[config.mk]
export PLATFORM = sky130hd
export DESIGN_NAME = pe_feeder
export DESIGN_NICKNAME = d
export VERILOG_FILES = /design/src/rtl/pe_pkg.sv /design/src/rtl/pe_out_reg.sv /design/src/rtl/pe_feeder.sv
export SDC_FILE = /design/constraint.sdc
export NUM_CORES = 1
export LEC_CHECK = 0
export CAP_MARGIN = 15
export CORE_ASPECT_RATIO = 0.7
export CORE_MARGIN = 4
export CORE_UTILIZATION = 46
export CTS_CLUSTER_SIZE = 20
export DETAILED_ROUTE_END_ITERATION = 8
export PLACE_DENSITY = 0.88
export REMOVE_ABC_BUFFERS = 1
export SYNTH_ARGS = -nofsm -noshare
export SYNTH_HDL_FRONTEND = slang
export SYNTH_HIERARCHICAL = 1
export SYNTH_SLANG_ARGS = --single-unit
[constraint.sdc]
create_clock -name clk -period 3.2 [get_ports clk]
set_clock_uncertainty 0.15 [all_clocks]
set_input_delay 0.64 -clock clk [delete_from_list [all_inputs] [get_ports clk]]
set_output_delay 0.64 -clock clk [all_outputs]
set_load 0.005 [all_outputs]
[src/rtl/pe_pkg.sv]
// pe_pkg: shared definitions for the PE feeder.
//   state_t  - sequencer states (IDLE, START, FIL, IFM, FIN)
//   TAG_*    - {first,last} tag values prepended to IFM words
//   ifm_tag  - builds the tag for one IFM word from its position flags
package pe_pkg;

  typedef enum logic [2:0] {
    IDLE  = 3'd0,
    START = 3'd1,
    FIL   = 3'd2,
    IFM   = 3'd3,
    FIN   = 3'd4
  } state_t;

  localparam logic [1:0] TAG_FIRST = 2'b10;
  localparam logic [1:0] TAG_LAST  = 2'b01;
  localparam logic [1:0] TAG_MID   = 2'b00;
  localparam logic [1:0] TAG_ONLY  = 2'b11;

  function automatic logic [1:0] ifm_tag(input logic is_first, input logic is_last);
    logic [1:0] tag;
    case ({is_first, is_last})
      2'b11:   tag = TAG_ONLY;
      2'b10:   tag = TAG_FIRST;
      2'b01:   tag = TAG_LAST;
      default: tag = TAG_MID;
    endcase
    return tag;
  endfunction

endpackage

[src/rtl/pe_out_reg.sv]
// pe_out_reg: single-entry valid/ready holding register for one PE write port.
// Ports:
//   clk, rst    - clock, synchronous active-high reset (clears entry and data)
//   i_load      - capture i_data this cycle (caller only loads when o_room=1)
//   i_data      - word to capture
//   i_ready     - downstream accepts the held word this cycle
//   o_valid     - a word is held (write enable to the PE)
//   o_data      - held word, stable while o_valid=1 and i_ready=0
//   o_room      - entry can take a new word this cycle (empty or draining)
module pe_out_reg
  import pe_pkg::*;
#(
  parameter int W = 16
) (
  input  logic         clk,
  input  logic         rst,
  input  logic         i_load,
  input  logic [W-1:0] i_data,
  input  logic         i_ready,
  output logic         o_valid,
  output logic [W-1:0] o_data,
  output logic         o_room
);

  logic         r_vld_p0;
  logic [W-1:0] r_data_p0;

  // ---- stage p0: holding register ----
  always_ff @(posedge clk) begin
    if (rst) begin
      r_vld_p0  <= 1'b0;
      r_data_p0 <= '0;
    end else if (i_load) begin
      r_vld_p0  <= 1'b1;
      r_data_p0 <= i_data;
    end else if (i_ready) begin
      r_vld_p0  <= 1'b0;
    end
  end

  assign o_valid = r_vld_p0;
  assign o_data  = r_data_p0;
  // A load in the same cycle as a drain keeps full throughput.
  assign o_room  = !r_vld_p0 || i_ready;

endmodule

[src/rtl/pe_feeder.sv]
// pe_feeder: sequences one PE load: a start pulse, fil_len filter words, then
// ifm_len IFM words tagged {first,last}, then a one-cycle done.
// Ports:
//   clk, rst                      - clock, synchronous active-high reset
//   go                            - one-cycle start request (ignored while busy)
//   fil_len, ifm_len              - word counts, latched on an accepted go
//   src_valid/src_data/src_ready  - upstream word stream
//   pe_start                      - one-cycle start pulse to the PE
//   w_en_fil/data_fil/ready_fil   - PE filter write port
//   w_en_ifm/data_ifm/ready_ifm   - PE IFM write port, data = {first,last,word}
//   busy, done                    - sequence status
module pe_feeder
  import pe_pkg::*;
#(
  parameter int DATA_WIDTH = 16,
  parameter int F          = 4,
  parameter int LEN_W      = 8
) (
  input  logic                  clk,
  input  logic                  rst,
  input  logic                  go,
  input  logic [F-1:0]          fil_len,
  input  logic [LEN_W-1:0]      ifm_len,
  input  logic                  src_valid,
  input  logic [DATA_WIDTH-1:0] src_data,
  output logic                  src_ready,
  output logic                  pe_start,
  output logic                  w_en_fil,
  output logic [DATA_WIDTH-1:0] data_fil,
  input  logic                  ready_fil,
  output logic                  w_en_ifm,
  output logic [DATA_WIDTH+1:0] data_ifm,
  input  logic                  ready_ifm,
  output logic                  busy,
  output logic                  done
);

  localparam logic [LEN_W-1:0] ONE = LEN_W'(1);

  state_t           r_state;
  state_t           w_next;
  logic [F-1:0]     r_fil_len;
  logic [LEN_W-1:0] r_ifm_len;
  logic [LEN_W-1:0] r_acc_cnt;
  logic [LEN_W-1:0] r_xfr_cnt;

  logic [LEN_W-1:0]      w_fil_len_ext;
  logic [LEN_W-1:0]      w_cur_len;
  logic                  w_in_fil;
  logic                  w_in_ifm;
  logic                  w_more_to_acc;
  logic                  w_fil_room;
  logic                  w_ifm_room;
  logic                  w_room;
  logic                  w_accept;
  logic                  w_fil_load;
  logic                  w_ifm_load;
  logic                  w_xfr;
  logic                  w_last_xfr;
  logic [1:0]            w_tag;
  logic [DATA_WIDTH+1:0] w_ifm_word;

  assign w_fil_len_ext = LEN_W'(r_fil_len);
  assign w_in_fil      = (r_state == FIL);
  assign w_in_ifm      = (r_state == IFM);
  assign w_cur_len     = w_in_fil ? w_fil_len_ext : r_ifm_len;

  // Accepted words never exceed the latched length, so the output register
  // is always empty by the time the last transfer leaves the state.
  assign w_more_to_acc = (r_acc_cnt < w_cur_len);
  assign w_room        = w_in_fil ? w_fil_room : w_ifm_room;
  assign src_ready     = !rst && (w_in_fil || w_in_ifm) && w_more_to_acc && w_room;
  assign w_accept      = src_valid && src_ready;
  assign w_fil_load    = w_accept && w_in_fil;
  assign w_ifm_load    = w_accept && w_in_ifm;

  assign w_xfr      = (w_in_fil && w_en_fil && ready_fil) ||
                      (w_in_ifm && w_en_ifm && ready_ifm);
  assign w_last_xfr = w_xfr && (r_xfr_cnt == (w_cur_len - ONE));

  // Tag is decided at accept time from the accept count.
  assign w_tag      = ifm_tag(r_acc_cnt == '0, r_acc_cnt == (r_ifm_len - ONE));
  assign w_ifm_word = {w_tag, src_data};

  pe_out_reg #(.W(DATA_WIDTH)) u_fil_reg (
    .clk     (clk),
    .rst     (rst),
    .i_load  (w_fil_load),
    .i_data  (src_data),
    .i_ready (ready_fil),
    .o_valid (w_en_fil),
    .o_data  (data_fil),
    .o_room  (w_fil_room)
  );

  pe_out_reg #(.W(DATA_WIDTH + 2)) u_ifm_reg (
    .clk     (clk),
    .rst     (rst),
    .i_load  (w_ifm_load),
    .i_data  (w_ifm_word),
    .i_ready (ready_ifm),
    .o_valid (w_en_ifm),
    .o_data  (data_ifm),
    .o_room  (w_ifm_room)
  );

  // ---- state register ----
  always_ff @(posedge clk) begin
    if (rst) begin
      r_state <= IDLE;
    end else begin
      r_state <= w_next;
    end
  end

  always_comb begin
    w_next   = r_state;
    pe_start = 1'b0;
    busy     = 1'b1;
    done     = 1'b0;
    case (r_state)
      IDLE: begin
        busy = 1'b0;
        if (go) w_next = START;
      end
      START: begin
        pe_start = 1'b1;
        if (r_fil_len != '0)      w_next = FIL;
        else if (r_ifm_len != '0) w_next = IFM;
        else                      w_next = FIN;
      end
      FIL: begin
        if (w_last_xfr) w_next = (r_ifm_len != '0) ? IFM : FIN;
      end
      IFM: begin
        if (w_last_xfr) w_next = FIN;
      end
      FIN: begin
        done   = 1'b1;
        w_next = IDLE;
      end
      default: begin
        busy   = 1'b0;
        w_next = IDLE;
      end
    endcase
  end

  // ---- lengths and counters ----
  always_ff @(posedge clk) begin
    if (rst) begin
      r_fil_len <= '0;
      r_ifm_len <= '0;
      r_acc_cnt <= '0;
      r_xfr_cnt <= '0;
    end else if ((r_state == IDLE) && go) begin
      r_fil_len <= fil_len;
      r_ifm_len <= ifm_len;
      r_acc_cnt <= '0;
      r_xfr_cnt <= '0;
    end else if (w_last_xfr) begin
      // Phase finished: restart both counts for the next phase.
      r_acc_cnt <= '0;
      r_xfr_cnt <= '0;
    end else begin
      if (w_accept) r_acc_cnt <= r_acc_cnt + ONE;
      if (w_xfr)    r_xfr_cnt <= r_xfr_cnt + ONE;
    end
  end

endmodule

==> results.sh <==
export IMPL_yosysTopAreaCell="dfxtp_1"
export IMPL_vias_per_cell=5.63
export IMPL_fmax_ghz=0.315
export IMPL_synth_area_um2=3550
export IMPL_clkLatencyLatePin_ns=0.36
export IMPL_ys_ff_latch=67
export IMPL_clkPwrFrac_pct=22.0
export IMPL_antenna_cells=0
export IMPL_fillers=571
export IMPL_die_y_um=81.5
export IMPL_dr_pass1_iters=5
export IMPL_grt_pass1_wl_um=17100
export IMPL_max_slew_margin_pct=62.0
export IMPL_rsz0062_at_grt="yes"
export IMPL_synth_area_leaders="dfxtp_1, mux2i_1, nor2_1"
export IMPL_syn2layout_area_growth_pct=37.0
export IMPL_synth_common_cells="nor2_1, dfxtp_1, mux2i_1, nand2_1, a21oi_1"
export IMPL_drive_gt1_share_pct=15.9
export IMPL_power_switching_w=0.00104
export IMPL_io_buffers=73
export IMPL_synthCells=412
export IMPL_endpoint_kind="output pin"
export IMPL_drt_initial_drc_count=353
export IMPL_tightest_slew_ns=0.562
export IMPL_synthFlopType="dfxtp_1"
export IMPL_synth_cell_types=50
export IMPL_fin_setup_tns_ns=0
export IMPL_ioPinCount=74
export IMPL_status="finished, final reports clean"
export IMPL_setup_viol=0
export IMPL_crit_type="flip-flop to output pin"
export IMPL_drc=0
export IMPL_place_congestion=0.999
export IMPL_cp_start_kind="flip-flop"
export IMPL_grt_total_usage_pct=23.3
export IMPL_crit_arrival_ns=2.38
export IMPL_ir_drop_mv=0.325
export IMPL_avgSynthCellArea_um2=8.62
export IMPL_grt_start_max_net_pins=50
export IMPL_wirelength_um=10500
export IMPL_ant_nets=0
export IMPL_maxSlewViolCount=0
export IMPL_start_util_pct=47.9
export IMPL_grt_pass1_vias=3541
export IMPL_place_ws_ns=-0.0380
export IMPL_cts_buffers=9
export IMPL_synth_top_cell_area_share_pct=37.8
export IMPL_synth_edf_count=0
export IMPL_async_flop_share_pct=0
export IMPL_ys_warn_count=6
export IMPL_leakage_nw=1.80
export IMPL_p_sw_share_pct=36.9
export IMPL_fin_crit_sh_pct=99.1
export IMPL_grt_ovfl_total=0
export IMPL_cts_tree="built"
export IMPL_floorplan_die_area_um2=9210
export IMPL_cts_buffer_depth=2
export IMPL_root_buffer="clkbuf_8"
export IMPL_hold_path_class="flip-flop to flip-flop"
export IMPL_yosysMostFrequentCell="nor2_1"
export IMPL_final_nets=558
export IMPL_power_frac_seq_pct=33.9
export IMPL_core_area_um2=7420
export IMPL_wl_per_cell_um=17.1
export IMPL_clkTransAtPathRegs_ns=0.07
export IMPL_setup_ws_ns=0.0292
export IMPL_seq_area_frac_synth_pct=37.8
export IMPL_pwr_density_cell_nw_per_um2=578
export IMPL_die_x_um=113
export IMPL_cp_max_fo=4
export IMPL_holdWs_ns=0.349
export IMPL_htreeDepth=3
export IMPL_antenna_found_initial=0
export IMPL_cts_hold_buf=0
export IMPL_period_needed_ns=3.17
export IMPL_regArea_um2=1350
export IMPL_dp_hpwl_um=7550
export IMPL_fp_row_count=26
export IMPL_finalHoldViolCount=0
export IMPL_clkSinkCount=67
export IMPL_drv_cap=0
export IMPL_multi_input_area_um2=2100
export IMPL_vias=3454
export IMPL_pwr_share_comb_pct=44.1
export IMPL_internal_power_w=0.00178
export IMPL_cp_required_ns=2.41
-- state kept, by name, summed over array words and instances (netlist names) --
| register | cells |
|---|---|
| u_ifm_reg/o_valid | 1 |
| r_xfr_cnt | 8 |
| u_fil_reg/o_data | 16 |
| r_ifm_len | 8 |
| u_ifm_reg/o_data | 18 |
| r_state | 3 |
| r_fil_len | 4 |
| r_acc_cnt | 8 |
| u_fil_reg/o_valid | 1 |
-- repair_timing --
| item | CTS | global route |
|---|---|---|
| setup buffers | 4 | 2 |
| cloned | 0 | 0 |
| setup endpoints to repair | 15 | 38 |
| resized for setup | 18 | 13 |
| pin swaps | 6 | 5 |
-- final timing paths --
kind | startpoint | to | slack (ns) | cells past startpoint
setup / recovery | r_state[1]$_SDFFE_PP0P_ | src_ready | 0.03 | 10
hold / removal | u_ifm_reg/o_data[14]$_SDFFE_PP0P_ | u_ifm_reg/o_data[14]$_SDFFE_PP0P_ | 0.35 | 2
setup reg to reg | r_state[0]$_SDFFE_PP0P_ | r_xfr_cnt[5]$_SDFFE_PP0P_ | 0.09 | 13
hold reg to reg | u_ifm_reg/o_data[14]$_SDFFE_PP0P_ | u_ifm_reg/o_data[14]$_SDFFE_PP0P_ | 0.35 | 2
-- metal layers --
layer | track usage (%) | vias up | wire length, µm
li1 | - | 1616 | -
met1 | 27.8 | 1635 | 4480
met2 | 37.4 | 176 | 4540
met3 | 11.0 | 27 | 1250
met4 | 7.92 | 0 | 220
met5 | 0 | - | 0
-- layout by cell type (no fill, tap or decap), types with 5 or more instances in the layout --
cell type,Yosys,layout
ha_1,13,11
inv_1,14,14
clkdlybuf4s50_1,0,72
mux2i_1,42,39
buf_4,0,36
o21ai_0,6,6
nand4_1,6,6
a21oi_1,22,21
dfxtp_1,67,64
xnor2_1,20,20
nand2_1,37,36
and3_1,5,5
nand3_1,7,7
nor2_1,68,67
nor3_1,17,16
xor2_1,11,11
clkbuf_8,0,9
-- cells by family (layout without fill, tap and decap cells) --
family / Yosys count / in the layout / synth area share, %
adders and majority gates: 13 / 13 / 4.58
muxes: 42 / 42 / 11.8
buffers and inverters: 40 / 144 / 6.20
DFF: 67 / 67 / 37.8
xor gates and xnor gates: 31 / 31 / 7.64
AOI/OAI and AO/OA: 53 / 53 / 9.69
and+or+nand+nor: 166 / 166 / 22.3
-- worst max-delay path, stage by stage (launching register included) --
cell	delay [ns]
dfxtp_2	0.33
nor3b_2	0.15
buf_4	0.15
buf_4	0.15
a21oi_4	0.17
ha_1	0.26
o21a_1	0.17
o31a_1	0.11
o31ai_1	0.22
and3_1	0.20
buf_2	0.12
-- through the flow --
step	cells	utilization [%]	cell area, µm²	power, W
final	614	65.6	4870	0.00281
after global routing	614	65.6	4870	0.00297
after CTS	612	64.5	4780	0.00270
after detailed placement	592	61.1	4530	0.00203
after global placement	592	61.1	4530	0.00199
after floorplan	386	-	3380	0.00158
-- power by group through the flow --
stage	Clock, W	Sequential, W	Combinational [W]
global placement	0	0.000953	0.00104
finish	0.000620	0.000954	0.00124
floorplan	0	0.000964	0.000613
global route	0.000668	0.000956	0.00134
CTS	0.000630	0.000943	0.00112
detailed placement	0	0.000956	0.00107
-- final cells by class --
type,instances,area share (%)
multi-input cells,305,43.3
flip-flops and latches,67,27.7
repair buffers,114,22.0
clock buffers,10,2.62
well taps,98,2.52
inverters,14,1.08
clock inverters,6,0.849
No activity file was read; power rests on OpenSTA's default activity.
